[src/rtl/sel_mux_pkg.sv]
// Shared types and constants for the dwell-qualified channel selector.
//   state_t    : selector FSM state (LOCK = candidate matches committed channel,
//                QUAL = a different candidate is being qualified)
//   DEFAULT_CH : channel used when the request is disabled or out of range
//   CNT_W      : width of the qualification counter
package sel_mux_pkg;

    typedef enum logic {
        LOCK = 1'b0,
        QUAL = 1'b1
    } state_t;

    localparam int unsigned DEFAULT_CH = 0;
    localparam int unsigned CNT_W      = 8;

endpackage

[src/rtl/dwell_counter.sv]
// Qualification counter for the channel selector.
//   clk, aresetn : clock, asynchronous active-low reset
//   clear        : force count to 0 (highest priority)
//   load         : start a new qualification (count = 1)
//   inc          : another matching edge; saturates at DWELL
//   cnt          : current count
//   done         : the next inc reaches DWELL
module dwell_counter
    import sel_mux_pkg::*;
#(
    parameter int unsigned DWELL = 3
) (
    input  logic             clk,
    input  logic             aresetn,
    input  logic             clear,
    input  logic             load,
    input  logic             inc,
    output logic [CNT_W-1:0] cnt,
    output logic             done
);

    localparam logic [CNT_W-1:0] DWELL_V = CNT_W'(DWELL);
    localparam logic [CNT_W-1:0] DONE_AT = CNT_W'(DWELL - 1);

    // Count register: clear > load > saturating increment
    always_ff @(posedge clk or negedge aresetn) begin
        if (!aresetn) begin
            cnt <= '0;
        end else if (clear) begin
            cnt <= '0;
        end else if (load) begin
            cnt <= CNT_W'(1);
        end else if (inc && (cnt < DWELL_V)) begin
            cnt <= cnt + CNT_W'(1);
        end
    end

    assign done = (cnt == DONE_AT);

endmodule

[src/rtl/sel_mux_dwell.sv]
// Channel selector that only switches after a new request has been held for
// DWELL consecutive edges.
//   clk, aresetn  : clock, asynchronous active-low reset
//   in_data       : NCH packed channels, channel k at [k*WIDTH +: WIDTH]
//   sel           : requested channel, honoured only when sel_en1 & sel_en2
//   out_data      : registered data of the committed channel (1-cycle latency)
//   out_sel       : committed channel
//   pending       : a switch request is being qualified
//   switch_done   : one-cycle pulse after each commit
module sel_mux_dwell
    import sel_mux_pkg::*;
#(
    parameter int unsigned WIDTH = 8,
    parameter int unsigned NCH   = 4,
    parameter int unsigned DWELL = 3
) (
    input  logic                     clk,
    input  logic                     aresetn,
    input  logic [NCH*WIDTH-1:0]     in_data,
    input  logic [$clog2(NCH)-1:0]   sel,
    input  logic                     sel_en1,
    input  logic                     sel_en2,
    output logic [WIDTH-1:0]         out_data,
    output logic [$clog2(NCH)-1:0]   out_sel,
    output logic                     pending,
    output logic                     switch_done
);

    localparam int unsigned SEL_W = $clog2(NCH);

    state_t             state;
    state_t             state_nxt;
    logic [SEL_W-1:0]   cand_c;
    logic [SEL_W-1:0]   cand_r;
    logic [WIDTH-1:0]   data_mux_c;
    logic               ctr_clear;
    logic               ctr_load;
    logic               ctr_inc;
    logic               ctr_done;
    logic               commit_c;
    logic               capture_c;
    // count value is observed only through done here
    logic [CNT_W-1:0]   cnt_unused;

    // Candidate: qualified, in-range request, else the default channel
    always_comb begin
        cand_c = SEL_W'(DEFAULT_CH);
        if (sel_en1 && sel_en2 && (32'(sel) < NCH)) begin
            cand_c = sel;
        end
    end

    // State register
    always_ff @(posedge clk or negedge aresetn) begin
        if (!aresetn) begin
            state <= LOCK;
        end else begin
            state <= state_nxt;
        end
    end

    // Next-state logic; a DWELL of 1 commits straight from LOCK
    always_comb begin
        state_nxt = state;
        case (state)
            LOCK: begin
                if ((cand_c != out_sel) && (DWELL > 1)) begin
                    state_nxt = QUAL;
                end
            end
            QUAL: begin
                if (cand_c == out_sel) begin
                    state_nxt = LOCK;
                end else if ((cand_c == cand_r) && ctr_done) begin
                    state_nxt = LOCK;
                end
            end
            default: state_nxt = LOCK;
        endcase
    end

    // Control strobes for the counter, candidate capture and commit
    always_comb begin
        ctr_clear = 1'b0;
        ctr_load  = 1'b0;
        ctr_inc   = 1'b0;
        commit_c  = 1'b0;
        capture_c = 1'b0;
        case (state)
            LOCK: begin
                if (cand_c != out_sel) begin
                    capture_c = 1'b1;
                    if (DWELL == 1) begin
                        commit_c  = 1'b1;
                        ctr_clear = 1'b1;
                    end else begin
                        ctr_load = 1'b1;
                    end
                end
            end
            QUAL: begin
                if (cand_c == out_sel) begin
                    ctr_clear = 1'b1;
                end else if (cand_c == cand_r) begin
                    if (ctr_done) begin
                        commit_c  = 1'b1;
                        ctr_clear = 1'b1;
                    end else begin
                        ctr_inc = 1'b1;
                    end
                end else begin
                    ctr_load  = 1'b1;
                    capture_c = 1'b1;
                end
            end
            default: ctr_clear = 1'b1;
        endcase
    end

    dwell_counter #(
        .DWELL (DWELL)
    ) u_dwell_counter (
        .clk     (clk),
        .aresetn (aresetn),
        .clear   (ctr_clear),
        .load    (ctr_load),
        .inc     (ctr_inc),
        .cnt     (cnt_unused),
        .done    (ctr_done)
    );

    // Output data mux on the pre-edge committed channel
    always_comb begin
        data_mux_c = '0;
        for (int unsigned k = 0; k < NCH; k++) begin
            if (out_sel == SEL_W'(k)) begin
                data_mux_c = in_data[k*WIDTH +: WIDTH];
            end
        end
    end

    // Registered outputs and captured candidate
    always_ff @(posedge clk or negedge aresetn) begin
        if (!aresetn) begin
            cand_r      <= '0;
            out_sel     <= '0;
            out_data    <= '0;
            pending     <= 1'b0;
            switch_done <= 1'b0;
        end else begin
            if (capture_c) begin
                cand_r <= cand_c;
            end
            if (commit_c) begin
                out_sel <= cand_c;
            end
            out_data    <= data_mux_c;
            pending     <= (state_nxt == QUAL);
            switch_done <= commit_c;
        end
    end

endmodule

[config.mk]
export PLATFORM = sky130hd
export DESIGN_NAME = sel_mux_dwell
export DESIGN_NICKNAME = d
export VERILOG_FILES = /design/src/rtl/sel_mux_pkg.sv /design/src/rtl/dwell_counter.sv /design/src/rtl/sel_mux_dwell.sv
export SDC_FILE = /design/constraint.sdc
export NUM_CORES = 1
export LEC_CHECK = 0
export BUFFER_PORTS_ARGS = -buffer_cell sky130_fd_sc_hd__buf_4
export CORE_AREA = 2 2 64 66
export DETAILED_ROUTE_END_ITERATION = 10
export DIE_AREA = 0 0 66 68
export SETUP_SLACK_MARGIN = 0.15
export SLEW_MARGIN = 25
export SYNTH_ARGS = -nofsm -noshare
export SYNTH_HDL_FRONTEND = slang
export SYNTH_SLANG_ARGS = --single-unit
export TNS_END_PERCENT = 100
[constraint.sdc]
create_clock -name clk -period 2.4 [get_ports clk]
set_input_delay 0.36 -clock clk [delete_from_list [all_inputs] [get_ports clk]]
set_output_delay 0.36 -clock clk [all_outputs]
set_load 0.01 [all_outputs]
==> flow_metrics.env, run 1 <==
export IMPL_ant_nets=0
export IMPL_synth_most_common_cell="dfrtp_1"
export IMPL_synth_top_family_by_area="multiplexers"
export IMPL_synth_xor_area_frac=0.0158
export IMPL_status="finished clean"
export IMPL_globalplace_congestion=0.769
export IMPL_dp_final_hpwl_um=2000
export IMPL_power_switching_mw=0.243
export IMPL_avgViaCountPerCell=4.93
export IMPL_synth_top_area_frac=0.497
export IMPL_synthToLayoutAreaGrowth_pct=41.8
export IMPL_grt_pass1_wl_um=4260
export IMPL_cp_arrival_ns=2.13
export IMPL_yosys_area_share_simple=0.156
export IMPL_clock_latency_ns=0.26
export IMPL_portBuffers=49
export IMPL_max_cap_violations=0
export IMPL_setup_viol=0
export IMPL_synthArstFlopShare=1.00
export IMPL_timing_slew_headroom=0.672
export IMPL_clock_path_buffers=2
export IMPL_synth_commonest_cells="dfrtp_1 (22), mux4_2 (8), and2_1 (6)"
export IMPL_p_per_area_nw_per_um2=572
export IMPL_combinationalPowerShare=0.264
export IMPL_drt_first_pass_iters=5
export IMPL_die_y_um=68
export IMPL_yosysSeqAreaShare=0.497
export IMPL_setup_tns_ns=0
export IMPL_clk_pin_slew_ns=0.08
export IMPL_grtUsageTotal=0.126
export IMPL_place_ws_ns=0.473
export IMPL_synthFlopType="dfrtp_1"
export IMPL_synth_top_cell_by_area="dfrtp_1"
export IMPL_post_route_period_util=0.806
export IMPL_slew_violations=0
export IMPL_fin_crit_ns=1.94
export IMPL_pwr_share_seq=0.482
export IMPL_final_nets=171
export IMPL_tightest_slew_ns=0.488
export IMPL_hold_violations=0
export IMPL_htreeDepth=1
export IMPL_max_freq_mhz=517
export IMPL_rows=23
export IMPL_ys_seq_elements=22
export IMPL_swShare=0.270
export IMPL_synth_edf_count=0
export IMPL_die_area_um2=4490
export IMPL_synth_cells=79
export IMPL_worstSetupPathType="register to register"
export IMPL_cts_tree="built"
export IMPL_initial_core_util=0.287
export IMPL_cts_sinks=22
export IMPL_synth_nets=119
export IMPL_critPathMaxFanout=13
export IMPL_io_pins=50
export IMPL_die_x_um=66
export IMPL_cts_root_buffer="clkbuf_8"
export IMPL_drt_iter0_drc=23
export IMPL_grt_max_degree=23
export IMPL_grt_setup_unrepaired="false"
export IMPL_via_count=883
export IMPL_internal_power_mw=0.655
export IMPL_wire_per_inst_um=14.0
export IMPL_muxShareOfSynthArea=0.203
export IMPL_skew_ns=0.00283
export IMPL_core_area_um2=3860
export IMPL_synth_warnings=0
export IMPL_irDropWorstVdd_mv=0.243
export IMPL_drc_errors=0
export IMPL_n_antenna_cell=0
export IMPL_p_leak_nw=0.754
export IMPL_synth_compound_area_share=0.0780
export IMPL_holdCritPathClass="input port to register"
export IMPL_syn_area_um2=1110
export IMPL_pwr_share_clk=0.254
export IMPL_post_cts_setup_buffers=0
export IMPL_drive_above_1_share=0.504
export IMPL_gr_total_overflow=0
export IMPL_grt_pass1_vias=929
export IMPL_cts_buffers=3
export IMPL_finalWorstSetupSlack_ns=0.465
export IMPL_synthAdderAreaFrac=0.0226
export IMPL_wl_um=2510
export IMPL_grt_antenna_before_repair=0
export IMPL_required_ns=2.60
export IMPL_synth_distinct_cells=30
export IMPL_synth_area_top_cells="dfrtp_1 (50%), mux4_2 (16%), mux2_1 (4.1%), and2_1 (3.4%), ha_1 (2.3%)"
export IMPL_startpoint_type="register"
export IMPL_synth_area_per_cell_um2=14.0
export IMPL_end_kind="register"
[routing by layer]
layer  routed length [µm]  vias up  GRT usage
met5                    0        -          0
met4                   10        0     0.0459
met3                  176        2     0.0280
met2                 1320       41      0.215
met1                 1000      436      0.159
li1                     -      404          -
[worst max-delay path, stage by stage (launching register included)]
cell and delay [ns]:
dfrtp_1 0.64, nand4bb_1 0.19, o22ai_1 0.11, or2_1 0.36, a211oi_4 0.37, and3b_1 0.21
[registers in the layout, indices dropped and copies added, names as in the netlist]
name                 flops
cand_r                   2
out_data                 8
out_sel                  2
pending                  1
switch_done              1
u_dwell_counter.cnt      8
[layout make-up]
| class | count | area, µm² |
|---|---|---|
| Fill cell | 394 | 2290 |
| Sequential cell | 22 | 551 |
| Multi-Input combinational cell | 52 | 527 |
| Timing Repair Buffer | 51 | 385 |
| Tap cell | 50 | 62.6 |
| Clock buffer | 3 | 41.3 |
| Inverter | 1 | 3.75 |
[cell usage in the layout, fill, tap and decap left out, types with 2 or more instances in the layout]
cell type,instances
and3_1,2
nor3_1,2
ha_1,2
nand4_1,2
buf_4,50
clkbuf_8,3
and4_1,2
a21oi_1,2
a31oi_1,2
dfrtp_1,22
mux2_1,4
nor2_1,4
mux4_2,8
nand3_1,2
and2_1,6
[path summary, 6_finish.rpt]
check	startpoint	cells after the start	end	slack, ns
max reg2reg	out_sel[1]	5	u_dwell_counter.cnt[1]	0.46
max in group asynchronous	aresetn	2	out_data[2]	1.65
min	in_data[4]	2	out_data[4]	0.42
min reg2reg	u_dwell_counter.cnt[4]	1	u_dwell_counter.cnt[4]	0.49
max	out_sel[1]	5	u_dwell_counter.cnt[1]	0.46
min in group asynchronous	aresetn	2	out_sel[0]	0.51
[cells by family after synthesis]
group | Yosys count
xor gates and xnor gates | 2
buffers and inverters | 5
muxes | 12
DFF | 22
adders and majority gates | 2
and+or+nand+nor | 27
AOI/OAI and AO/OA | 9
[metrics by stage]
stage	hold slack (ns)	std cells	power, mW	utilization	cell area [µm²]
2_1_floorplan	0.0644	79	0.566	-	1110
6_report	0.416	179	0.898	0.407	1570
5_1_grt	0.406	179	0.951	0.407	1570
3_5_place_dp	0.267	175	0.679	0.394	1520
3_3_place_gp	0.263	175	0.672	0.394	1520
4_1_cts	0.412	179	0.906	0.407	1570
[power groups by stage]
stage                     clock network [mW]  registers [mW]  logic [mW]
final                                  0.228           0.433       0.237
after global routing                   0.251           0.438       0.262
after CTS                              0.233           0.433       0.240
after detailed placement                   0           0.440       0.239
after global placement                     0           0.440       0.232
after floorplan                            0           0.442       0.124
[repair_timing]
action	4_1_cts	5_1_grt
endpoints found under the setup margin	0	0
gates resized for setup	0	0
hold buffers	1	0
endpoints found under the hold margin	22	0
(Power assumes the default switching activity.)
==> run 2: changes to the inputs <==
Clock period 2.4 ns to 1.7 ns, I/O delays scaled along.
==> flow_metrics.env, run 2 (synthesis results as in run 1) <==
export IMPL_combinationalPowerShare=0.282
export IMPL_worstSetupPathType="register to register"
export IMPL_fin_crit_ns=1.54
export IMPL_path_cells="and4_1 > o221a_4 > and4_4 > a211oi_4 > and3b_1"
export IMPL_pwr_share_seq=0.448
export IMPL_internal_power_mw=1.00
export IMPL_holdCritPathClass="input port to register"
export IMPL_die_x_um=66
export IMPL_htreeDepth=1
export IMPL_wl_um=2670
export IMPL_hold_violations=0
export IMPL_grt_setup_unrepaired="true"
export IMPL_status="finished clean"
export IMPL_end_kind="register"
export IMPL_die_y_um=68
export IMPL_p_per_area_nw_per_um2=807
export IMPL_rows=23
export IMPL_max_freq_mhz=650
export IMPL_drc_errors=0
export IMPL_required_ns=1.90
export IMPL_cts_tree="built"
export IMPL_p_leak_nw=0.804
export IMPL_synthToLayoutAreaGrowth_pct=52.0
export IMPL_avgViaCountPerCell=4.81
export IMPL_clk_pin_slew_ns=0.08
export IMPL_worst_path_buf_inv=0
export IMPL_die_area_um2=4490
export IMPL_place_ws_ns=0.0328
export IMPL_critPathTopFamily="simple AND/OR/NAND/NOR gates"
export IMPL_portBuffers=49
export IMPL_n_antenna_cell=0
export IMPL_grt_antenna_before_repair=0
export IMPL_drive_above_1_share=0.591
export IMPL_cts_root_buffer="clkbuf_8"
export IMPL_dp_final_hpwl_um=1970
export IMPL_max_cap_violations=0
export IMPL_startpoint_type="register"
export IMPL_critPathMaxFanout=7
export IMPL_ant_nets=0
export IMPL_final_common_cell="buf_4"
export IMPL_hold_ws_ns=0.316
export IMPL_grtUsageTotal=0.124
export IMPL_initial_core_util=0.287
export IMPL_final_cell_mix="buf_4 (57), dfrtp_1 (22), mux4_2 (8), and2_1 (6)"
export IMPL_cts_sinks=22
export IMPL_grt_pass1_vias=998
export IMPL_power_switching_mw=0.354
export IMPL_drt_first_pass_iters=3
export IMPL_globalplace_congestion=0.794
export IMPL_irDropWorstVdd_mv=0.326
export IMPL_wire_per_inst_um=14.3
export IMPL_wl_met3_um=199
export IMPL_worst_path_largest_cell_delay_ns=0.40
export IMPL_grt_max_degree=23
export IMPL_core_area_um2=3860
export IMPL_crit_path_top_delay_cell="dfrtp_1"
export IMPL_power_mw=1.36
export IMPL_skew_ns=0.00559
export IMPL_setup_tns_ns=0
export IMPL_clock_latency_ns=0.26
export IMPL_cts_buffers=3
export IMPL_timing_slew_headroom=0.810
export IMPL_swShare=0.261
export IMPL_final_nets=178
export IMPL_slew_violations=0
export IMPL_grt_pass1_wl_um=4240
export IMPL_pwr_share_clk=0.270
export IMPL_met1Wirelength_um=1010
export IMPL_finalWorstSetupSlack_ns=0.161
export IMPL_post_route_period_util=0.906
export IMPL_wl_met2_um=1440
export IMPL_gr_total_overflow=0
export IMPL_top_regs="out_data (8), u_dwell_counter.cnt (8)"
export IMPL_clock_path_buffers=2
export IMPL_tightest_slew_ns=0.285
export IMPL_cp_arrival_ns=1.74
export IMPL_top_layer="met4"
export IMPL_setup_viol=0
export IMPL_io_pins=50
export IMPL_drt_iter0_drc=17
export IMPL_via_count=899
-- run 2: worst paths after layout --
path                                        start                     end  slack [ns]  cells after the start
max in group asynchronous                 aresetn  u_dwell_counter.cnt[3]        1.05                      2
min reg2reg                u_dwell_counter.cnt[7]  u_dwell_counter.cnt[7]        0.49                      1
max                                     cand_r[0]  u_dwell_counter.cnt[1]        0.16                      5
max reg2reg                             cand_r[0]  u_dwell_counter.cnt[1]        0.16                      5
min in group asynchronous                 aresetn             switch_done        0.42                      2
min                                    in_data[4]             out_data[4]        0.32                      2
-- run 2: metal layers --
| layer | up-vias | global-route usage |
|---|---|---|
| met4 | 0 | 0.0459 |
| li1 | 413 | - |
| met1 | 446 | 0.128 |
| met2 | 38 | 0.244 |
| met3 | 2 | 0.0296 |
| met5 | - | 0 |
-- run 2: cell type report --
| class | count | area, µm² |
|---|---|---|
| Clock buffer | 4 | 55.1 |
| Sequential cell | 22 | 551 |
| Tap cell | 50 | 62.6 |
| Fill cell | 358 | 2170 |
| Inverter | 1 | 3.75 |
| Timing Repair Buffer | 58 | 438 |
| Multi-Input combinational cell | 52 | 573 |
-- run 2: through the flow --
| stage | instance area [µm²] | cells | utilization |
|---|---|---|---|
| finish | 1680 | 187 | 0.436 |
| global route | 1680 | 187 | 0.436 |
| CTS | 1650 | 187 | 0.429 |
| detailed placement | 1550 | 179 | 0.402 |
| global placement | 1550 | 179 | 0.402 |
| floorplan | 1120 | 79 | - |
-- run 2: power by group through the flow --
stage | Sequential, mW | Clock, mW | Combinational (mW)
global placement | 0.615 | 0 | 0.347
CTS | 0.608 | 0.381 | 0.376
global route | 0.616 | 0.396 | 0.419
finish | 0.608 | 0.366 | 0.383
floorplan | 0.625 | 0 | 0.183
detailed placement | 0.618 | 0 | 0.356
-- run 2: timing repair --
action,4_1_cts,5_1_grt
hold buffers,1,0
pin swaps,7,7
hold endpoints to repair,22,0
setup buffers,3,0
gates cloned,0,0
resized for setup,4,5
setup endpoints to repair,11,12
